**src/rtl/qrs_peak_if.sv**
```systemverilog
// qrs_peak_if: connects the threshold stage and the cd3 sample stream to qrs_peak_locator,
// and carries the peak record from qrs_peak_locator to the downstream consumers.
// The master modport is the side that drives the threshold and the samples and that accepts
// peak records. The slave modport is the locator itself.
// When QRS_RR_INTERVAL_EN is defined, the peak record also carries rr_interval.
interface qrs_peak_if;
  logic        enable;
  logic [15:0] maxval;
  logic        cd3_valid;
  logic [15:0] cd3;
  logic        peak_valid;
  logic        peak_ready;
  logic [31:0] peak_addr;
  logic [15:0] peak_val;
  logic        overflow;
`ifdef QRS_RR_INTERVAL_EN
  logic [31:0] rr_interval;

  modport master (
    output enable, maxval, cd3_valid, cd3, peak_ready,
    input  peak_valid, peak_addr, peak_val, overflow, rr_interval
  );
  modport slave (
    input  enable, maxval, cd3_valid, cd3, peak_ready,
    output peak_valid, peak_addr, peak_val, overflow, rr_interval
  );
`else
  modport master (
    output enable, maxval, cd3_valid, cd3, peak_ready,
    input  peak_valid, peak_addr, peak_val, overflow
  );
  modport slave (
    input  enable, maxval, cd3_valid, cd3, peak_ready,
    output peak_valid, peak_addr, peak_val, overflow
  );
`endif
endinterface

```
**src/rtl/qrs_peak_locator.sv**
```systemverilog
// qrs_peak_locator: finds R-peaks in the cd3 detail stream.
// The threshold is (maxval * THR_NUM) >> 3. The block scans cd3 for episodes that stay above
// the threshold. For each episode of at least MIN_W samples it emits the address and value of
// the first maximum sample, then ignores the next REFRACT samples.
// Output is a single-slot valid/ready record. A peak that arrives while the record is still
// pending is dropped and sets the sticky overflow flag.
// Optional feature: define QRS_RR_INTERVAL_EN to add rr_interval, which is the distance in
// samples from the previous loaded peak.
// SIDX_INIT is the reset value of the sample index. The default of 0 is the normal value.
module qrs_peak_locator #(
  parameter int unsigned THR_NUM   = 5,
  parameter int unsigned MIN_W     = 3,
  parameter int unsigned REFRACT   = 40,
  parameter logic [31:0] SIDX_INIT = 32'd0
) (
  input  logic      clk3,
  input  logic      rst_n,
  qrs_peak_if.slave bus
);

  localparam int unsigned     RC_W    = (REFRACT > 1) ? $clog2(REFRACT) : 1;
  localparam logic [RC_W-1:0] RC_LAST = RC_W'(REFRACT - 1);
  localparam logic [7:0]      LEN_MIN = 8'(MIN_W);

  typedef enum logic [1:0] {S_WAIT_THR, S_IDLE, S_ABOVE, S_REFRACT} state_t;

  state_t          state, state_nx;
  logic [19:0]     thr_prod;
  logic [15:0]     thr;
  logic [31:0]     sidx;
  logic [15:0]     max_v;
  logic [31:0]     max_idx;
  logic [7:0]      len;
  logic [RC_W-1:0] rcnt;
  logic            above;
  logic            emit;
  logic            peak_valid_q;
  logic [31:0]     peak_addr_q;
  logic [15:0]     peak_val_q;
  logic            overflow_q;

  // 20-bit product; the >> 3 result always fits in 16 bits for THR_NUM <= 8.
  assign thr_prod = {4'd0, bus.maxval} * 20'(THR_NUM);
  assign above    = bus.cd3 > thr;

  // Threshold register and the index of the current sample.
  always_ff @(posedge clk3 or negedge rst_n) begin
    if (!rst_n) begin
      thr  <= '0;
      sidx <= SIDX_INIT;
    end else begin
      // NOTE: Non-blocking assignments here, so every register samples pre-edge values
      // no matter how the always blocks are ordered.
      if (bus.enable)    thr  <= 16'(thr_prod >> 3);
      if (bus.cd3_valid) sidx <= sidx + 32'd1;
    end
  end

  // FSM state register.
  always_ff @(posedge clk3 or negedge rst_n) begin
    if (!rst_n) state <= S_WAIT_THR;
    else        state <= state_nx;
  end

  // Next state and emit decision. Only a terminating sample of a long enough episode emits.
  always_comb begin
    // NOTE: Every output gets a default value first, so no path leaves one unassigned and
    // no latch is inferred.
    state_nx = state;
    emit     = 1'b0;
    case (state)
      S_WAIT_THR: if (bus.enable) state_nx = S_IDLE;
      S_IDLE:     if (bus.cd3_valid && above) state_nx = S_ABOVE;
      S_ABOVE: begin
        if (bus.cd3_valid && !above) begin
          if (len >= LEN_MIN) begin
            emit     = 1'b1;
            state_nx = S_REFRACT;
          end else begin
            state_nx = S_IDLE;
          end
        end
      end
      S_REFRACT:  if (bus.cd3_valid && rcnt == RC_LAST) state_nx = S_IDLE;
      default:    state_nx = S_WAIT_THR;
    endcase
  end

  // Episode tracking: running maximum (first index wins on ties), length, refractory count.
  always_ff @(posedge clk3 or negedge rst_n) begin
    if (!rst_n) begin
      max_v   <= '0;
      max_idx <= '0;
      len     <= '0;
      rcnt    <= '0;
    end else if (bus.cd3_valid) begin
      case (state)
        S_IDLE: begin
          if (above) begin
            max_v   <= bus.cd3;
            max_idx <= sidx;
            len     <= 8'd1;
          end
        end
        S_ABOVE: begin
          if (above) begin
            if (len != 8'hFF) len <= len + 8'd1;
            if (bus.cd3 > max_v) begin
              max_v   <= bus.cd3;
              max_idx <= sidx;
            end
          end
        end
        default: ;
      endcase
      rcnt <= (state == S_REFRACT) ? rcnt + RC_W'(1) : '0;
    end
  end

`ifdef QRS_RR_INTERVAL_EN
  logic [31:0] rr_q;
  logic [31:0] last_addr;
  logic        have_last;
`endif

  // Single-slot output record. A concurrent accept frees the slot for a new emit.
  always_ff @(posedge clk3 or negedge rst_n) begin
    if (!rst_n) begin
      peak_valid_q <= 1'b0;
      peak_addr_q  <= '0;
      peak_val_q   <= '0;
      overflow_q   <= 1'b0;
`ifdef QRS_RR_INTERVAL_EN
      rr_q         <= '0;
      last_addr    <= '0;
      have_last    <= 1'b0;
`endif
    end else begin
      if (emit) begin
        if (!peak_valid_q || bus.peak_ready) begin
          peak_valid_q <= 1'b1;
          peak_addr_q  <= max_idx;
          peak_val_q   <= max_v;
`ifdef QRS_RR_INTERVAL_EN
          rr_q         <= have_last ? (max_idx - last_addr) : 32'd0;
          last_addr    <= max_idx;
          have_last    <= 1'b1;
`endif
        end else begin
          overflow_q <= 1'b1;
        end
      end else if (peak_valid_q && bus.peak_ready) begin
        peak_valid_q <= 1'b0;
      end
    end
  end

  assign bus.peak_valid  = peak_valid_q;
  assign bus.peak_addr   = peak_addr_q;
  assign bus.peak_val    = peak_val_q;
  assign bus.overflow    = overflow_q;
`ifdef QRS_RR_INTERVAL_EN
  assign bus.rr_interval = rr_q;
`endif

endmodule

```
**src/flat_wrapper.sv**
```systemverilog
// flat-port wrapper written by rule: the top's interface ports become plain ports
module qrs_peak_locator_flat 
#(
  parameter int unsigned THR_NUM   = 5,
  parameter int unsigned MIN_W     = 3,
  parameter int unsigned REFRACT   = 40,
  parameter logic [31:0] SIDX_INIT = 32'd0
)
  (clk3, rst_n, bus_enable, bus_maxval, bus_cd3_valid, bus_cd3, bus_peak_ready, bus_peak_valid, bus_peak_addr, bus_peak_val, bus_overflow);
  qrs_peak_if bus_i ();
  input  logic clk3;
  input  logic rst_n;
  input wire logic [$bits(bus_i.enable)-1:0] bus_enable;
  input wire logic [$bits(bus_i.maxval)-1:0] bus_maxval;
  input wire logic [$bits(bus_i.cd3_valid)-1:0] bus_cd3_valid;
  input wire logic [$bits(bus_i.cd3)-1:0] bus_cd3;
  input wire logic [$bits(bus_i.peak_ready)-1:0] bus_peak_ready;
  output wire logic [$bits(bus_i.peak_valid)-1:0] bus_peak_valid;
  output wire logic [$bits(bus_i.peak_addr)-1:0] bus_peak_addr;
  output wire logic [$bits(bus_i.peak_val)-1:0] bus_peak_val;
  output wire logic [$bits(bus_i.overflow)-1:0] bus_overflow;
  assign bus_i.enable = bus_enable;
  assign bus_i.maxval = bus_maxval;
  assign bus_i.cd3_valid = bus_cd3_valid;
  assign bus_i.cd3 = bus_cd3;
  assign bus_i.peak_ready = bus_peak_ready;
  assign bus_peak_valid = bus_i.peak_valid;
  assign bus_peak_addr = bus_i.peak_addr;
  assign bus_peak_val = bus_i.peak_val;
  assign bus_overflow = bus_i.overflow;
  qrs_peak_locator #(.THR_NUM(THR_NUM), .MIN_W(MIN_W), .REFRACT(REFRACT), .SIDX_INIT(SIDX_INIT)) u_core (.clk3(clk3), .rst_n(rst_n), .bus(bus_i));
endmodule
```
**config.mk**
```make
export PLATFORM = sky130hd
export DESIGN_NAME = qrs_peak_locator_flat
export DESIGN_NICKNAME = d
export VERILOG_FILES = /design/src/rtl/qrs_peak_if.sv /design/src/rtl/qrs_peak_locator.sv /design/src/flat_wrapper.sv
export SDC_FILE = /design/constraint.sdc
export NUM_CORES = 1
export LEC_CHECK = 0
export ABC_AREA = 1
export BUFFER_PORTS_ARGS = -buffer_cell sky130_fd_sc_hd__buf_2
export CAP_MARGIN = 25
export CORE_ASPECT_RATIO = 1.1
export CORE_MARGIN = 1.5
export CORE_UTILIZATION = 64
export DETAILED_ROUTE_END_ITERATION = 7
export GPL_TIMING_DRIVEN = 0
export PLACE_DENSITY = 0.86
export SETUP_SLACK_MARGIN = 0.05
export SKIP_CTS_REPAIR_TIMING = 1
export SYNTH_ARGS = -nofsm -noshare
export SYNTH_HDL_FRONTEND = slang
export SYNTH_SLANG_ARGS = --single-unit
```
**constraint.sdc**
```tcl
create_clock -name clk3 -period 3.11 [get_ports clk3]
set_input_delay 0.311 -clock clk3 [delete_from_list [all_inputs] [get_ports clk3]]
set_output_delay 0.311 -clock clk3 [all_outputs]
set_load 0.02 [all_outputs]
```
==> results of run 1 <==
per-stage QoR:
step / util, % / setup TNS (ps) / cell area, um2 / total power, mW / setup WS (ps)
final: 74.75 / 0 / 9836 / 5.989 / 739.5
after global routing: 74.75 / 0 / 9836 / 6.326 / 570.1
after CTS: 74.66 / 0 / 9823 / 5.987 / 759.4
after detailed placement: 70.57 / 0 / 9285 / 4.038 / 545.6
after global placement: 70.31 / -93550 / 9251 / 3.947 / -585.2
after floorplan: - / 0 / 8620 / 3.606 / 912.4
layer usage:
layer / up-vias / share of wire, % / GRT usage, %
met5: - / 0 / 0
met1: 3509 / 43 / 36.46
met2: 214 / 50 / 47.34
met3: 57 / 4.0 / 4.526
li1: 3554 / - / -
met4: 0 / 3.5 / 13.46
Yosys cell counts, drive strengths merged:
library cell	instances	area [um2]
o21bai	3	22.52
or2	1	6.260
nand3b	3	22.52
ha	66	825.8
nand2	330	1254
a21oi	31	155.2
o211ai	1	7.510
nor3b	3	22.52
a22oi	1	7.510
o21ai	39	195.2
nand3	68	340.3
clkbuf	17	63.81
nor3	23	146.4
dfrtp	162	4054
nor4	3	18.77
and3	1	6.260
inv	94	352.8
o22ai	3	18.77
o21a	2	15.01
buf	23	145.1
a21o	2	15.01
nand4	59	369.1
a31oi	1	6.260
fa	1	20.02
xnor2	13	113.9
xor2	22	192.7
a41oi	1	16.27
nor2	45	206.5
registers in the layout (all words and copies together) (netlist names):
name / cells
u_core.sidx: 32
u_core.max_v: 16
u_core.rcnt: 6
u_core.max_idx: 32
u_core.len: 8
u_core.state: 2
u_core.thr: 16
u_core.bus.peak_addr: 32
u_core.bus.overflow: 1
u_core.bus.peak_val: 16
u_core.bus.peak_valid: 1
where the power goes:
| group | switching (mW) | internal, mW | total, mW |
|---|---|---|---|
| Sequential | 0.236 | 2.39 | 2.63 |
| Clock | 0.816 | 1.13 | 1.94 |
| Combinational | 0.896 | 0.522 | 1.42 |
| Total | 1.95 | 4.04 | 5.99 |
final cells by class:
cell class / count / area share [%]
flip-flops and latches: 162 / 41.22
multi-input cells: 722 / 40.71
repair buffers: 88 / 4.821
clock buffers: 20 / 4.643
inverters: 94 / 3.587
plain buffers: 40 / 2.124
well taps: 161 / 2.048
clock inverters: 8 / 0.8269
diodes: 1 / 0.02544
cell usage in the layout (no fill, tap or decap), types with 4 or more instances in the layout:
master | Yosys | final
buf_4 | 7 | 7
xor2_1 | 22 | 22
dfrtp_1 | 162 | 162
ha_1 | 66 | 66
clkbuf_1 | 17 | 18
nand2_2 | 6 | 6
nand3_1 | 68 | 68
nor3_2 | 4 | 4
a21oi_1 | 31 | 31
buf_2 | 14 | 99
nor2_1 | 38 | 38
clkbuf_16 | 0 | 17
nand4_1 | 59 | 59
nand2_1 | 324 | 324
nor3_1 | 18 | 18
inv_1 | 92 | 92
xnor2_1 | 13 | 13
nor2_4 | 4 | 4
o21ai_0 | 36 | 36
worst paths after layout:
kind,startpoint,to,slack [ps],depth (start not counted)
max in group asynchronous,rst_n,u_core.max_idx[9],1840,3
setup reg to reg,u_core.state[0],u_core.bus.peak_val[13],740,8
hold / removal,bus_cd3[8],u_core.max_v[8],160,3
min in group asynchronous,rst_n,u_core.thr[11],420,2
setup / recovery,u_core.state[0],u_core.bus.peak_val[13],740,8
hold reg to reg,u_core.bus.peak_val[11],u_core.bus.peak_val[11],460,2
tightest hold or removal path, stage by stage:
cell     delay, ps
buf_2          110
nand3_1         80
nand2_1         60
cell families after synthesis:
| kind of cell | after synthesis | synth area share [%] |
|---|---|---|
| compound gates | 84 | 5.327 |
| xor+xnor | 35 | 3.556 |
| fa+ha+maj | 67 | 9.813 |
| buf+inv | 134 | 6.518 |
| flops | 162 | 47.03 |
| simple gates | 536 | 27.75 |
==> impl_results.md, run 1 <==
- Die Y: 124.7 um
- Seq/Total Area, Yosys: 47.03%
- First-pass GRT wire length: 31,980 um
- Area of the multi-input gates: 4004 um2
- Peak VDD IR: 0.4420 mV
- Kind of critical path: reg -> reg
- Worst EP required: 3480 ps
- Post-Syn Area: 8620 um2
- DR DRC count: 0
- H-tree depth: 4
- Synth Net Count: 1,122
- Fill count: 960
- Final Skew: 10.34 ps
- Max Fanout on Critical Path: 10
- Worst setup SP type: flip-flop
- Total grt overflow: 0
- Worst path cell trace: inv_1, ha_1, buf_2, inv_1, a41oi_2, clkbuf_1, nand4_1, nand2_1
- Max cap viols: 0
- DR vias: 7,334
- Placed insts: 1,266
- # setup viols final: 0
- CTS buffer count: 17
- Tmin final: 2371 ps
- Total GRT Usage: 28.50%
- Die area: 14,170 um2
- Area grow syn2layout: 14.11%
- Iter 0 DRT Violations: 445
- Final net count: 1,229
- Relative slew margins: 57.61%
- RSZ-0062 raised after global routing: false
- Hold_ws: 163.1 ps
- Leak Pwr: 5.369 nW
- Synth Instances: 1,018
- Hold WC Path Type: in -> reg
- Share of cells above drive strength 1: 14.02%
- Row Count: 44
- Clock latency on the worst-skew pair: 430 ps
- Sink Count: 162
- Number of global-route vias before repair: 6,951
- Post-route clock period utilization: 76.22%
- Most common cell on crit path: inv_1
- Fin. Hold Viols: 0
- Area occupied by registers: 4054 um2
- Slowest library cell on the worst path: a41oi_2
- Vias per cell: 5.659
- Initial Util: 65.51%
- Max Root-Sink Buffers: 2
- DR WL/cell: 14.86 um
- DP Wirelength: 14,040 um
- Placer Congestion: 0.9019
- Ports: 87
- Antenna Violating Nets Remaining: 0
- Status: completed
- Max-slew violations: 0
- Delay-heaviest family, CP: buffers and inverters
- Worst slew pin tran: 635.8 ps
- Final wirelength: 19,260 um
- Root Buffer: clkbuf_16
- F_max: 421.8 MHz
- Core box area: 13,160 um2
- Clock transition at path regs: 60 ps
- Pwr/cell area: 608.9 nW/um2
- Port Buf Inserts: 86
- Largest net degree at the start of global routing: 95
- Yosys Warn Count: 0
- Max stage delay on crit path: 460 ps
- Synthesized area per cell: 8.467 um2
- Worst setup EP type: flip-flop
- Synth cell types: 37
- Final std cells w/o fill: 1,296
- Critical Path AT: 2740 ps
- Drt first pass iters: 5
- Die width: 113.7 um
- CTS tree: yes
- Flops & latches, synth: 162
- Initial antenna violation count: 1
- Crit path buf inv count: 4
Note: power is estimated with default switching activity, not from simulation.
==> run 2, diff against run 1 <==
- CORE_UTILIZATION: 64 -> 60
- PLACE_DENSITY: 0.86 -> 0.81
- clock period: 3.11 -> 2.2 ns (I/O delays scaled with it)
==> run 2 against run 1 <==
The flow now finishes with violations (setup timing). Non-clock buffer count grew 27. Die area grew 6.5%. Flip-flop and latch count is the same. Highest routed layer unchanged.
==> impl_results.md, run 2 (synthesized netlist as in run 1, its figures left out) <==
- Status: finished with violations
- Failing checks: setup timing
- Die width: 117.3 um
- Post-route clock period utilization: 108.2%
- Peak VDD IR: 0.5662 mV
- Pwr/cell area: 887.8 nW/um2
- Clock transition at path regs: 70 ps
- DP Wirelength: 13,870 um
- Vias per cell: 5.647
- Number of global-route vias before repair: 6,974
- Final setup margin: -179.5 ps
- Area grow syn2layout: 24.44%
- Max-slew violations: 0
- # setup viols final: 87
- Worst slew pin tran: 740.2 ps
- RSZ-0062 raised after global routing: true
- Total GRT Usage: 27.29%
- # diodes: 0
- DR DRC count: 0
- Initial Util: 61.98%
- Setup crit start: u_core.thr[9]
- Core box area: 13,910 um2
- Placement Setup Slack: -298.6 ps
- Tmin final: 2380 ps
- Die Y: 128.7 um
- Commonest non-fill, non-tap cell in the layout: nand2_1
- Final Core Density: 77.13%
- Port Buf Inserts: 86
- Worst setup SP type: flip-flop
- Relative slew margins: 50.65%
- Die area: 15,090 um2
- Initial antenna violation count: 0
- Final Skew: 9.204 ps
- Final net count: 1,256
- Most frequent cells in the layout: 281 x nand2_1, 162 x dfrtp_1, 88 x inv_1, 88 x buf_2, 64 x nand3_1
- Reg-to-reg critical path startpoint: u_core.thr[9]
- Root Buffer: clkbuf_16
- Fin. Hold Viols: 0
- Clock latency on the worst-skew pair: 440 ps
- CTS buffer count: 17
- DR vias: 7,641
- Kind of critical path: reg -> reg
- Antenna Violating Nets Remaining: 0
- Max Root-Sink Buffers: 2
- CTS tree: yes
- Share of cells above drive strength 1: 22.40%
- Worst setup EP type: flip-flop
- Hold WC Path Type: in -> reg
- Max cap viols: 0
- Largest net degree at the start of global routing: 86
- Sink Count: 162
- Ports: 87
- Critical Path AT: 2700 ps
- Placer Congestion: 0.9320
- Max Fanout on Critical Path: 8
- Hold Crit Start: bus_cd3[9]
- H-tree depth: 4
- Iter 0 DRT Violations: 550
- Total grt overflow: 0
- First-pass GRT wire length: 31,840 um
- Row Count: 45
- Final wirelength: 22,260 um
- Worst EP required: 2520 ps
- F_max: 420.2 MHz
- Drt first pass iters: 8
- Leak Pwr: 5.706 nW
- DR WL/cell: 16.45 um
- Fill count: 927
-- run 2: where the power goes --
part	internal, mW	total [mW]	switching (mW)	leakage [nW]
clock network	1.87	3.14	1.27	0.300
registers	3.38	3.75	0.371	2.17
logic	1.10	2.63	1.53	3.24
total	6.35	9.52	3.18	5.71
-- run 2: cell type report --
type / instances / area (um2) / share of cell area [%]
multi-input combinational: 722 / 4298 / 40.07
sequential: 162 / 4054 / 37.79
timing repair buffer: 115 / 825.8 / 7.699
clock buffer: 20 / 456.7 / 4.258
inverter: 94 / 357.8 / 3.336
buffer: 40 / 330.3 / 3.079
tap: 188 / 235.2 / 2.193
clock inverter: 12 / 168.9 / 1.575
-- run 2: critical path, cell delays in order, from the launching register on --
cell and delay (ps):
dfrtp_1 370, inv_2 60, ha_4 260, nand4_1 140, nor3_2 310, nand2_1 140
nand2_2 130, nand3_4 100, nor2_4 160, nand2_4 150, buf_8 180, clkbuf_16 160
nand2_2 50, nand2_1 50
-- run 2: metal layers --
| metal | up-vias | global-route usage (%) | share of wire, % |
|---|---|---|---|
| li1 | 3623 | - | - |
| met1 | 3667 | 34.24 | 41 |
| met2 | 282 | 45.79 | 50 |
| met3 | 69 | 5.888 | 5.2 |
| met4 | 0 | 11.13 | 3.7 |
| met5 | - | 0 | 0 |
-- run 2: worst paths after layout --
check,endpoint,slack (ps),depth (start not counted)
max in group asynchronous,u_core.bus.peak_addr[16],960,3
hold / removal,u_core.max_v[9],80,3
min in group asynchronous,u_core.thr[11],390,2
hold reg to reg,u_core.bus.peak_addr[24],460,2
setup reg to reg,u_core.max_v[12],-180,13
setup / recovery,u_core.max_v[12],-180,13
-- run 2: stage by stage --
step / instance area [um2] / std cells / hold WS, ps / TNS [ps] / power, mW
finish: 10730 / 1353 / 80.57 / -6227 / 9.523
CTS: 9945 / 1325 / -158.4 / -9853 / 8.822
detailed placement: 9319 / 1293 / 294.9 / -8528 / 5.694
floorplan: 8620 / 1018 / -75.59 / 0 / 5.098
global placement: 9285 / 1292 / 449.9 / -241560 / 5.592
global route: 10730 / 1353 / 72.99 / -16880 / 10.00
==> run 3, diff against run 2 <==
- ABC_AREA: 1 -> not set
- CELL_PAD_IN_SITES_DETAIL_PLACEMENT: not set -> 0
- CELL_PAD_IN_SITES_GLOBAL_PLACEMENT: not set -> 1
- CORE_UTILIZATION: 60 -> 48
- PLACE_DENSITY: 0.81 -> not set
- PLACE_DENSITY_LB_ADDON: not set -> 0.1
==> run 3 against run 2 <==
The run still ends with setup timing left. Count of clock-buffer cells in the layout down 1. Clock skew down 1.8 ps. Cell count down 22%. Sequential power up 3%. Hold slack worse by 28 ps. Synthesized area down 5.1%. Global-route usage down 7.9 points. Critical path type unchanged. Critical endpoint is now u_core.bus.peak_addr[23]. Flip-flop and latch count unchanged.
==> impl_results.md, run 3 <==
- Share of cells above drive strength 1: 39.62%
- Yosys top cell area share: 49.57%
- Area of the multi-input gates: 4384 um2
- Fin. Hold Viols: 0
- Initial Util: 49.59%
- RSZ-0062 raised after global routing: true
- Iter 0 DRT Violations: 272
- Tmin final: 2790 ps
- Number of global-route vias before repair: 5,655
- F_max: 358.4 MHz
- Commonest non-fill, non-tap cell in the layout: dfrtp_1
- Most numerous cell in the Yosys netlist: dfrtp_1
- H-tree depth: 4
- Max-slew violations: 0
- Row Count: 49
- Root Buffer: clkbuf_16
- Die area: 17,830 um2
- Initial antenna violation count: 0
- Area grow syn2layout: 31.06%
- Area leader, netlist: dfrtp_1
- Primary FF master, synth: dfrtp_1
- Port Buf Inserts: 86
- Drt first pass iters: 4
- Die width: 127.5 um
- Worst setup EP type: flip-flop
- Worst setup SP type: flip-flop
- Most frequent cells in the layout: 162 x dfrtp_1, 85 x buf_2, 73 x mux2_4
- Total GRT Usage: 19.35%
- Max Root-Sink Buffers: 2
- Largest net degree at the start of global routing: 99
- DP Wirelength: 11,910 um
- Relative slew margins: 59.10%
- Antenna Violating Nets Remaining: 0
- Sink Count: 162
- DR DRC count: 0
- Clock transition at path regs: 60 ps
- Max cap viols: 0
- Fill count: 1,276
- Tot Pwr: 9.670 mW
- Critical Path AT: 3100 ps
- Peak VDD IR: 0.6287 mV
- Final wirelength: 17,750 um
- Worst slew pin tran: 613.5 ps
- Final setup margin: -590.3 ps
- Vias per cell: 5.388
- Top post-synthesis cells by count: 162 x dfrtp_1, 75 x mux2_2, 66 x ha_1, 49 x inv_1, 40 x nand2_1
- Placer Congestion: 0.8204
- # diodes: 0
- DR vias: 5,668
- Ports: 87
- Hold WC Path Type: in -> reg
- Core box area: 16,490 um2
- Synth Instances: 685
- Worst EP required: 2510 ps
- Yosys Warn Count: 0
- Synthesized area per cell: 11.94 um2
- Synth Net Count: 789
- # setup viols final: 106
- CTS buffer count: 17
- Post-Syn Area: 8178 um2
- Cells taking the most area after synthesis: dfrtp_1 50%, mux2_2 10%, ha_1 10%
- Clock latency on the worst-skew pair: 420 ps
- Kind of critical path: reg -> reg
- Total grt overflow: 0
- CTS tree: yes
- Post-synth EDFFs: 0
- Die Y: 139.9 um
- Max Fanout on Critical Path: 6
- Synth cell types: 58
- Pwr/cell area: 902.2 nW/um2
- Status: finished with violations
- Failing checks: setup timing
- Flops & latches, synth: 162
- Asr flop ratio synth: 100.0%
- Final Skew: 7.369 ps
- Leak Pwr: 5.287 nW
- Post-route clock period utilization: 126.8%
- DR WL/cell: 16.87 um
- Final instance area: 10,720 um2
- Seq/Total Area, Yosys: 49.57%
- Hold_ws: 52.39 ps
- Final net count: 942
- Area occupied by registers: 4054 um2
- First-pass GRT wire length: 27,300 um
- Placed instance area: 8992 um2
run 3: cell types whose count changed in the layout (fill, tap and decap cells not counted), moves of 14 or more:
| cell | change |
|---|---|
| mux2_2 | +26 |
| inv_1 | -49 |
| xnor2_1 | +15 |
| nand2_1 | -242 |
| nand2_2 | -40 |
| nand4_1 | -41 |
| mux2_4 | +73 |
| nor3_1 | -14 |
| nand3_1 | -42 |
run 3: power by group:
part	internal, mW	switching [mW]	leakage, nW	total [mW]
clock network	1.65	1.16	0.257	2.80
logic	1.56	1.45	2.87	3.01
registers	3.48	0.375	2.16	3.85
total	6.69	2.98	5.29	9.67
run 3: worst max-delay path, cell delays in order, from the launching register on:
cell	delay (ps)
dfrtp_1	370
inv_2	70
ha_4	200
nor2b_4	120
o211ai_1	260
a2111oi_4	120
or3b_4	450
a21o_4	230
nor2b_4	120
buf_12	140
buf_12	140
clkbuf_16	160
mux2_4	290
run 3: cell type report:
cell class                      instances  share of cell area [%]
Clock buffer                           19                   4.039
Clock inverter                         10                   1.062
Timing Repair Buffer                  135                   10.16
Sequential cell                       162                   37.82
Inverter                               49                   1.716
Multi-Input combinational cell        458                   40.91
Tap cell                              204                   2.382
Buffer                                 15                   1.915
run 3: worst paths after layout:
| path | startpoint | to | slack, ps | depth (start not counted) |
|---|---|---|---|---|
| max | u_core.thr[1] | u_core.bus.peak_addr[23] | -590 | 12 |
| min | bus_cd3[0] | u_core.max_v[0] | 50 | 2 |
| max reg2reg | u_core.thr[1] | u_core.bus.peak_addr[23] | -590 | 12 |
| min reg2reg | u_core.bus.overflow | u_core.bus.overflow | 470 | 1 |
| max in group asynchronous | rst_n | u_core.bus.peak_addr[9] | 960 | 3 |
| min in group asynchronous | rst_n | u_core.bus.peak_addr[26] | 360 | 2 |
run 3: cells by family after synthesis:
kind of cell | Yosys count | share of synthesized area, %
AOI/OAI and AO/OA | 96 | 7.084
DFF | 162 | 49.57
xor gates and xnor gates | 40 | 4.284
muxes | 106 | 15.41
and+or+nand+nor | 149 | 9.425
buffers and inverters | 65 | 3.886
adders and majority gates | 67 | 10.34
run 3: metal layers:
metal | up-vias | GRT usage (%) | part of all wire, %
met3 | 29 | 4.698 | 3.4
met5 | - | 0 | 0
met4 | 0 | 6.699 | 2.2
li1 | 2729 | - | -
met1 | 2793 | 24.10 | 44
met2 | 117 | 32.86 | 50
run 3: metrics by stage:
step                      worst slack, ps  TNS [ps]  utilization (%)  instances
after global routing               -674.7    -61370            64.99       1052
after CTS                          -856.2    -71690            57.84       1005
after floorplan                    -406.0    -28640                -        685
final                              -590.3    -51640            64.99       1052
after detailed placement           -835.5    -71320            54.53        976
after global placement              -1461   -297950            54.32        975
